--- src/rtl/btn_pkg.sv ---
// Shared types and constants for the button conditioner: channel state,
// channel index map and default timing at the 25 MHz game clock.
package btn_pkg;

    typedef enum logic {
        BTN_RELEASED = 1'b0,
        BTN_PRESSED  = 1'b1
    } btn_state_e;

    // Channel map: player 1 in bits 0-4, player 2 in bits 5-9
    localparam int BTN_P1_UP    = 0;
    localparam int BTN_P1_DOWN  = 1;
    localparam int BTN_P1_LEFT  = 2;
    localparam int BTN_P1_RIGHT = 3;
    localparam int BTN_P1_FIRE  = 4;
    localparam int BTN_P2_UP    = 5;
    localparam int BTN_P2_DOWN  = 6;
    localparam int BTN_P2_LEFT  = 7;
    localparam int BTN_P2_RIGHT = 8;
    localparam int BTN_P2_FIRE  = 9;

    // Default timing: 10 ms debounce, 250 ms first repeat, 100 ms repeat period
    localparam int DEF_N_BTN         = 10;
    localparam int DEF_DEBOUNCE_CYC  = 250000;
    localparam int DEF_REPEAT_DELAY  = 6250000;
    localparam int DEF_REPEAT_PERIOD = 2500000;

    function automatic int max_int(input int a, input int b);
        return (a > b) ? a : b;
    endfunction

endpackage

--- src/rtl/btn_channel.sv ---
// One button channel: 2-flop synchronizer, symmetric debounce FSM and
// auto-repeat counter. Input is already polarity-corrected (1 = pressed).
module btn_channel
    import btn_pkg::*;
#(
    parameter int DEBOUNCE_CYC  = DEF_DEBOUNCE_CYC,
    parameter int REPEAT_DELAY  = DEF_REPEAT_DELAY,
    parameter int REPEAT_PERIOD = DEF_REPEAT_PERIOD
) (
    input  logic clk,
    input  logic rst,
    input  logic i_btn,
    output logic o_level,
    output logic o_press,
    output logic o_release,
    output logic o_repeat
);

    localparam int DW   = $clog2(DEBOUNCE_CYC + 1);
    localparam int RMAX = max_int(REPEAT_DELAY, REPEAT_PERIOD);
    localparam int RW   = $clog2(RMAX + 1);

    localparam logic [DW-1:0] D_TERM  = DW'(DEBOUNCE_CYC - 1);
    localparam logic [RW-1:0] RD_TERM = RW'((REPEAT_DELAY > 0) ? REPEAT_DELAY - 1 : 0);
    localparam logic [RW-1:0] RP_TERM = RW'(REPEAT_PERIOD - 1);
    localparam bit            REPEAT_EN = (REPEAT_DELAY > 0);

    logic          s1_reg, s_reg;
    btn_state_e    state_reg, state_next;
    logic [DW-1:0] dcnt_reg, dcnt_next;
    logic [RW-1:0] rcnt_reg, rcnt_next;
    logic          phase_reg, phase_next;   // 0 = waiting for first repeat, 1 = period mode
    logic          level_reg, level_next;
    logic          press_reg, press_next;
    logic          release_reg, release_next;
    logic          repeat_reg, repeat_next;

    // Synchronizer and all channel state registers
    always_ff @(posedge clk) begin
        if (rst) begin
            s1_reg      <= 1'b0;
            s_reg       <= 1'b0;
            state_reg   <= BTN_RELEASED;
            dcnt_reg    <= '0;
            rcnt_reg    <= '0;
            phase_reg   <= 1'b0;
            level_reg   <= 1'b0;
            press_reg   <= 1'b0;
            release_reg <= 1'b0;
            repeat_reg  <= 1'b0;
        end else begin
            s1_reg      <= i_btn;
            s_reg       <= s1_reg;
            state_reg   <= state_next;
            dcnt_reg    <= dcnt_next;
            rcnt_reg    <= rcnt_next;
            phase_reg   <= phase_next;
            level_reg   <= level_next;
            press_reg   <= press_next;
            release_reg <= release_next;
            repeat_reg  <= repeat_next;
        end
    end

    // Debounce FSM and repeat counter; pulses default low every cycle
    always_comb begin
        state_next   = state_reg;
        dcnt_next    = dcnt_reg;
        rcnt_next    = rcnt_reg;
        phase_next   = phase_reg;
        level_next   = level_reg;
        press_next   = 1'b0;
        release_next = 1'b0;
        repeat_next  = 1'b0;

        case (state_reg)
            BTN_RELEASED: begin
                if (!s_reg) begin
                    dcnt_next = '0;
                end else if (dcnt_reg == D_TERM) begin
                    state_next  = BTN_PRESSED;
                    level_next  = 1'b1;
                    press_next  = 1'b1;
                    repeat_next = 1'b1;
                    dcnt_next   = '0;
                    rcnt_next   = '0;
                    phase_next  = 1'b0;
                end else begin
                    dcnt_next = dcnt_reg + DW'(1);
                end
            end

            BTN_PRESSED: begin
                // Repeat keeps ticking while the release is being debounced
                if (REPEAT_EN) begin
                    if (!phase_reg && rcnt_reg == RD_TERM) begin
                        repeat_next = 1'b1;
                        rcnt_next   = '0;
                        phase_next  = 1'b1;
                    end else if (phase_reg && rcnt_reg == RP_TERM) begin
                        repeat_next = 1'b1;
                        rcnt_next   = '0;
                    end else begin
                        rcnt_next = rcnt_reg + RW'(1);
                    end
                end

                // Release overrides any repeat tick landing on the same edge
                if (s_reg) begin
                    dcnt_next = '0;
                end else if (dcnt_reg == D_TERM) begin
                    state_next   = BTN_RELEASED;
                    level_next   = 1'b0;
                    release_next = 1'b1;
                    repeat_next  = 1'b0;
                    dcnt_next    = '0;
                    rcnt_next    = '0;
                    phase_next   = 1'b0;
                end else begin
                    dcnt_next = dcnt_reg + DW'(1);
                end
            end

            default: begin
                state_next = BTN_RELEASED;
            end
        endcase
    end

    assign o_level   = level_reg;
    assign o_press   = press_reg;
    assign o_release = release_reg;
    assign o_repeat  = repeat_reg;

endmodule

--- src/rtl/button_conditioner.sv ---
// Conditions the raw player inputs: polarity correction, then one
// independent debounce/repeat channel per button, plus a press-activity flag.
module button_conditioner
    import btn_pkg::*;
#(
    parameter int N_BTN         = DEF_N_BTN,
    parameter int ACTIVE_LOW    = 0,
    parameter int DEBOUNCE_CYC  = DEF_DEBOUNCE_CYC,
    parameter int REPEAT_DELAY  = DEF_REPEAT_DELAY,
    parameter int REPEAT_PERIOD = DEF_REPEAT_PERIOD
) (
    input  logic             clk,
    input  logic             rst,
    input  logic [N_BTN-1:0] i_btn,
    output logic [N_BTN-1:0] o_level,
    output logic [N_BTN-1:0] o_press,
    output logic [N_BTN-1:0] o_release,
    output logic [N_BTN-1:0] o_repeat,
    output logic             o_activity
);

    logic [N_BTN-1:0] pol_btn;

    // Normalise so that 1 always means pressed downstream
    assign pol_btn = i_btn ^ {N_BTN{(ACTIVE_LOW != 0)}};

    genvar gi;
    generate
        for (gi = 0; gi < N_BTN; gi = gi + 1) begin : g_ch
            btn_channel #(
                .DEBOUNCE_CYC (DEBOUNCE_CYC),
                .REPEAT_DELAY (REPEAT_DELAY),
                .REPEAT_PERIOD(REPEAT_PERIOD)
            ) u_ch (
                .clk      (clk),
                .rst      (rst),
                .i_btn    (pol_btn[gi]),
                .o_level  (o_level[gi]),
                .o_press  (o_press[gi]),
                .o_release(o_release[gi]),
                .o_repeat (o_repeat[gi])
            );
        end
    endgenerate

    // Any press pulse on any channel, same cycle as the pulse
    assign o_activity = |o_press;

endmodule

--- config.mk ---
export PLATFORM = sky130hd
export DESIGN_NAME = button_conditioner
export DESIGN_NICKNAME = d
export VERILOG_FILES = /design/src/rtl/btn_pkg.sv /design/src/rtl/btn_channel.sv /design/src/rtl/button_conditioner.sv
export SDC_FILE = /design/constraint.sdc
export NUM_CORES = 1
export LEC_CHECK = 0
export CAP_MARGIN = 20
export CORE_ASPECT_RATIO = 1.5
export CORE_UTILIZATION = 30
export CTS_CLUSTER_DIAMETER = 60
export DETAILED_ROUTE_END_ITERATION = 6
export PLACE_DENSITY = 0.41
export SLEW_MARGIN = 40
export SYNTH_ARGS = -nofsm -noshare
export SYNTH_HDL_FRONTEND = slang
export SYNTH_SLANG_ARGS = --single-unit
--- constraint.sdc ---
create_clock -name clk -period 3.25 [get_ports clk]
set_input_delay 0.65 -clock clk [delete_from_list [all_inputs] [get_ports clk]]
set_output_delay 0.65 -clock clk [all_outputs]
set_load 0.01 [all_outputs]
==> key figures, run 1 <==
Logic synthesis
  – Primary FF master, synth: dfxtp_1
  – Cells after synthesis: 2875
  – Post-Syn Nets: 2907
  – Synth cell types: 87
  – Share of the synthesized area in the top cell type: 41.6%
  – Synth area leaders: dfxtp_1 (42%), nor2_1 (5.3%), nand3_1 (4.3%), nand2_1 (3.8%), xor2_1 (3.8%)
  – Avg Cell Area, Syn: 8.19 µm²
  – Yosys reg bits: 490
  – Top cells by count, synth: dfxtp_1 (490), nor2_1 (333), nand2_1 (240)
  – Asr flop ratio synth: 0%
  – Most common cell in the netlist: dfxtp_1
  – EDFF count, synth: 0
  – Post-synthesis sequential area ratio: 41.6%
  – Post-synthesis cell area: 23600 µm²
  – Largest area contributor in the netlist: dfxtp_1
  – Yosys Warn Count: 0

Die
  – Die area: 79700 µm²
  – Num rows: 125
  – Ports: 53
  – Initial core utilization: 30.4%
  – Die width: 231 µm
  – Die H: 345 µm
  – Core area: 77600 µm²

Pwr
  – Switching share of total power: 22.3%
  – Peak VDD IR: 0.342 mV
  – Internal power: 9.97 mW
  – Psw: 2.86 mW
  – P_leak: 8.56 nW
  – Sequential power share: 47.3%
  – Combinational power share: 1.9%
  – Clock power share: 50.9%
  – PwrDens: 479 nW/µm²

Cells and area
  – Area taken by multi-input logic gates: 12700 µm²
  – Fillers: 8186
  – Finished Core Util: 34.5%
  – Register area: 9810 µm²
  – Area delta synth->final: 13.6%
  – Nets@finish: 2896
  – Max FFs per register: 230
  – Ant. Diodes: 0
  – Ratio of cells with drive above 1 in the final layout: 5.60%
  – Final Cell Area: 26800 µm²
  – Non-Filler Instances: 3926

Clock tree
  – H-tree depth: 2
  – Root Buffer: clkbuf_16
  – CTS Hold Buffers Added: 0
  – CTS sink cnt: 490
  – Total CTS buffers: 56
  – Clk Latency, worst-skew pair: 0.61 ns
  – Post_cts resized: 0
  – CTS tree: yes
  – Clk slew on worst S/H paths: 0.06 ns
  – CTS Buffer Depth: 3
  – Setup bufs post-CTS: 0

Critical path
  – Startpoint types: flip-flop
  – Worst setup EP type: primary output
  – Critical path required time: 2.60 ns
  – Setup Crit Path Kind: reg2out
  – CP Max Fanout: 2
  – Critical path origin: g_ch[9].u_ch.o_press$_SDFF_PP0_
  – WP data arrival: 2.09 ns
  – R2R Path Start: g_ch[4].u_ch.rcnt_reg[0]$_SDFFE_PP0P_

Min path
  – Worst min-delay path startpoint: rst
  – Min-Delay Path Class: in2reg

STA
  – Actual slew at the worst max-slew pin: 0.788 ns
  – Setup TNS: 0 ns
  – Skew final: 0.0138 ns
  – Final Cycle Share: 84.2%
  – Final setup fails: 0
  – RSZ-0062 raised after global routing: false
  – Min cycle time layout: 2.74 ns
  – Final hold viol count: 0
  – Max transition margin: 47.0%
  – Final WS setup: 0.513 ns
  – Fmax: 0.365 GHz
  – Slew Viols, Final: 0

Flow run
  – Max Cap Viol: 0

Routing
  – Vias per Instance: 5.21
  – Routed wire per std cell: 15.8 µm
  – Vias: 20400
  – Remaining antenna violation count: 0
  – DRC violations left: 0
  – Final wirelength: 62000 µm
  – Drt pass-1 iters: 5
  – Detailed Route Iter0 Violations: 1004

Global routing
  – Largest net degree at the start of global routing: 65
  – Total Routing Usage GR: 15.4%
  – Global route overflow: 0
  – Initial antenna violation count: 1
  – First-pass GRT wire length: 102000 µm
  – Vias in the first global route: 19900

Place
  – Placed Cells: 3821
  – Placed Area: 24900 µm²
  – Setup WS pre-CTS: 0.458 ns
  – DP Wirelength: 43400 µm
  – # port buffers: 52
  – GPL Wtd Cong: 0.827

Status
  – Run status: complete, no violations
-- cell families after synthesis --
family / synth area share [%]
AO/OA/AOI/OAI: 13.8
XOR/XNOR: 6.77
adder cells (fa/ha/maj): 1.06
buffers and inverters: 4.55
flip-flops: 41.6
multiplexers: 0.558
AND/OR/NAND/NOR: 31.7
-- path summary, 6_finish.rpt --
path | to | slack, ns | cells after the start
worst min register to register | g_ch[5].u_ch.s_reg$_SDFF_PP0_ | 0.43 | 1
worst min-delay path | g_ch[5].u_ch.s_reg$_SDFF_PP0_ | 0.39 | 2
worst max register to register | g_ch[4].u_ch.rcnt_reg[11]$_SDFFE_PP0P_ | 0.55 | 8
worst max-delay path | o_activity | 0.51 | 3
-- cells in the final DEF, fill, tap and decap left out, types with 31 or more instances in the layout --
cell type	synthesis	final
clkdlybuf4s50_1	0	51
xnor2_1	81	81
o21ai_0	114	114
buf_4	42	31
nor2_1	333	331
and4_1	34	34
nand4_1	105	105
xor2_1	101	101
nor4_1	42	42
clkbuf_16	0	57
a31oi_1	99	99
and2_1	31	31
nor3_1	94	92
dfxtp_1	490	490
a21oi_1	163	163
and3_1	86	86
inv_1	81	81
nand2_1	240	240
nor4b_1	37	37
nand3_1	201	201
or3_1	69	69
-- layout make-up --
cell class	instances	area share (%)
multi-input cells	2151	47.5
flip-flops and latches	490	36.6
clock buffers	79	6.01
well taps	1016	4.75
repair buffers	84	2.93
inverters	81	1.14
clock inverters	25	1.02
-- metal layers --
metal	track usage [%]	wire (µm)	up-vias
li1	-	-	10300
met1	17.4	26000	9724
met2	28.0	31300	274
met3	3.11	2500	119
met4	5.93	2140	2
met5	0	13	-
-- per-stage QoR --
step | power (mW) | hold slack [ns]
2_1_floorplan | 6.34 | 0.413
3_3_place_gp | 6.44 | 0.416
3_5_place_dp | 6.44 | 0.427
4_1_cts | 13.1 | 0.348
5_1_grt | 13.4 | 0.365
6_report | 12.8 | 0.390
-- power groups by stage --
stage          registers (mW)  clock network (mW)  logic [mW]
2_1_floorplan            6.18                   0       0.160
3_3_place_gp             6.19                   0       0.245
5_1_grt                  6.06                7.04       0.268
6_report                 6.06                6.52       0.241
4_1_cts                  6.06                6.82       0.247
3_5_place_dp             6.19                   0       0.246
-- critical path, cell delays in order (launching register included) --
cell and delay [ns]:
dfxtp_1 0.35, nor2_1 0.43, nand3_1 0.12, clkdlybuf4s50_1 0.57
(Power assumes the default switching activity.)
==> run 2: changes to the inputs <==
--- a/config.mk
+++ b/config.mk
@@ -10,7 +10,7 @@
 export CORE_UTILIZATION = 30
 export CTS_CLUSTER_DIAMETER = 60
 export DETAILED_ROUTE_END_ITERATION = 6
-export PLACE_DENSITY = 0.41
+export PLACE_DENSITY = 0.43
 export SLEW_MARGIN = 40
 export SYNTH_ARGS = -nofsm -noshare
 export SYNTH_HDL_FRONTEND = slang
==> constraint.sdc (replaced) <==
create_clock -name clk -period 2.2 [get_ports clk]
set_input_delay 0.44 -clock clk [delete_from_list [all_inputs] [get_ports clk]]
set_output_delay 0.44 -clock clk [all_outputs]
set_load 0.01 [all_outputs]
==> key figures, run 2 (synthesized netlist as in run 1, its figures left out) <==
Status
  – Run status: complete, but fails checks
  – Violated checks: negative setup slack

Cells and area
  – Ratio of cells with drive above 1 in the final layout: 19.0%
  – Most frequent cells in the layout: dfxtp_1 (469), buf_4 (355), nor2_1 (324)
  – Non-Filler Instances: 4278
  – Commonest non-fill, non-tap cell in the layout: dfxtp_1
  – Area delta synth->final: 28.7%
  – Ant. Diodes: 0
  – Fillers: 7930
  – Nets@finish: 3252
  – Max FFs per register: 230

Global routing
  – Total Routing Usage GR: 16.3%
  – Largest net degree at the start of global routing: 46
  – Initial antenna violation count: 0
  – Vias in the first global route: 21600
  – Global route overflow: 0
  – First-pass GRT wire length: 108000 µm

Die
  – Initial core utilization: 30.4%
  – Die area: 79700 µm²
  – Num rows: 125
  – Die width: 231 µm
  – Core area: 77600 µm²
  – Die H: 345 µm
  – Ports: 53

STA
  – Skew final: 0.0257 ns
  – Slew Viols, Final: 0
  – Min cycle time layout: 2.27 ns
  – Final hold viol count: 0
  – Fmax: 0.440 GHz
  – Final setup fails: 14
  – Final WS setup: -0.0734 ns
  – Final Cycle Share: 103%
  – Max transition margin: 52.8%
  – RSZ-0062 raised after global routing: true
  – Actual slew at the worst max-slew pin: 0.704 ns

Clock tree
  – CTS tree: yes
  – Clk Latency, worst-skew pair: 0.63 ns
  – H-tree depth: 2
  – Clk slew on worst S/H paths: 0.06 ns
  – Total CTS buffers: 54
  – CTS Buffer Depth: 3
  – Root Buffer: clkbuf_16
  – CTS sink cnt: 490
  – CTS Hold Buffers Added: 0

Critical path
  – Cells along the critical path: or3_4 -> or4_4 -> o41ai_4 -> nor3b_4 -> buf_12 -> a21o_1 -> a22o_1
  – Delay-heaviest family, CP: simple AND/OR/NAND/NOR gates
  – R2R cell count: 7
  – CP Max Fanout: 15
  – Critical path's slowest cell: or4_4
  – R2r endpoint: g_ch[6].u_ch.rcnt_reg[5]$_SDFFE_PP0P_
  – Setup Crit Path Kind: reg2reg
  – Worst setup EP type: flip-flop
  – Critical path origin: g_ch[6].u_ch.rcnt_reg[5]$_SDFFE_PP0P_
  – Max incr delay on CP: 0.54 ns
  – WP data arrival: 2.78 ns
  – WP buf/inv: 1
  – R2R Path Start: g_ch[6].u_ch.rcnt_reg[5]$_SDFFE_PP0P_
  – Critical path required time: 2.71 ns
  – Startpoint types: flip-flop
  – Reg2Reg Setup Slack: -0.07 ns

Pwr
  – Power Total: 19.5 mW
  – P_leak: 10.6 nW
  – PwrDens: 644 nW/µm²
  – Peak VDD IR: 0.645 mV

Routing
  – Vias per Instance: 5.13
  – Routed wire per std cell: 15.4 µm
  – Drt pass-1 iters: 5
  – Final wirelength: 66000 µm
  – Detailed Route Iter0 Violations: 1059
  – Remaining antenna violation count: 0
  – Vias: 21900
  – DRC violations left: 0

Min path
  – Hold Path Sink: g_ch[5].u_ch.s_reg$_SDFF_PP0_
  – Worst min-delay path startpoint: rst
  – Min-Delay Path Class: in2reg
  – Hold-critical path depth: 3

Place
  – Placed Cells: 4150
  – DP Wirelength: 47400 µm
  – GPL Wtd Cong: 0.835
  – # port buffers: 52

Flow run
  – Max Cap Viol: 0
==> run 2: metal layers <==
metal	up-vias	global-route usage [%]	part of all wire [%]
met1	10400	18.2	41
li1	11100	-	-
met2	335	30.6	53
met4	0	5.46	2.6
met5	-	0	0
met3	101	2.58	3.4
==> run 2: area by class of cell <==
class	instances	area (µm²)	area share, %
multi-input combinational	2154	13200	43.7
sequential	490	9840	32.4
clock inverter	23	422	1.39
clock buffer	75	1550	5.12
inverter	81	304	1.00
timing repair buffer	439	3690	12.2
tap	1016	1270	4.19
==> run 2: worst max-delay path by stage <==
stage / end / cells after the start
floorplan: g_ch[8].u_ch.rcnt_reg[6]$_SDFFE_PP0P_ / 7
global placement: g_ch[2].u_ch.rcnt_reg[9]$_SDFFE_PP0P_ / 7
detailed placement: g_ch[4].u_ch.rcnt_reg[15]$_SDFFE_PP0P_ / 6
CTS: g_ch[6].u_ch.rcnt_reg[5]$_SDFFE_PP0P_ / 7
global route: g_ch[6].u_ch.rcnt_reg[5]$_SDFFE_PP0P_ / 7
finish: g_ch[6].u_ch.rcnt_reg[5]$_SDFFE_PP0P_ / 7
==> run 2: what timing repair did <==
item                                   in CTS  in global routing
setup endpoints to repair                 104                164
endpoints found under the hold margin       0                  0
gates resized for setup                    53                 89
gates cloned                                5                  4
buffers inserted                           10                 12
pin swaps                                  29                 24
==> run 2: tightest hold or removal path, delay by kind of cell <==
kind,cells,cell delay (ns)
buffers and inverters,2,0.38
and+or+nand+nor,1,0.04
==> run 2: report_power, final <==
group / leakage, nW / total (mW) / switching [mW] / internal (mW)
combinational: 5.72 / 0.434 / 0.247 / 0.186
sequential: 3.96 / 8.95 / 0.0366 / 8.91
clock: 0.968 / 10.1 / 3.92 / 6.21
total: 10.6 / 19.5 / 4.21 / 15.3
==> run 2: per-stage QoR <==
stage                     hold slack (ns)  cell area [µm²]  setup WS [ns]  utilization (%)  TNS [ns]
after floorplan                     0.413            23700        -0.0355                -    -0.101
after global placement              0.423            27600         -0.269             35.5     -5.42
after detailed placement            0.424            27600         -0.144             35.6     -3.56
after CTS                           0.233            29900        -0.0836             38.5    -0.806
after global routing                0.262            30300         -0.135             39.1     -1.68
final                               0.283            30300        -0.0734             39.1    -0.399
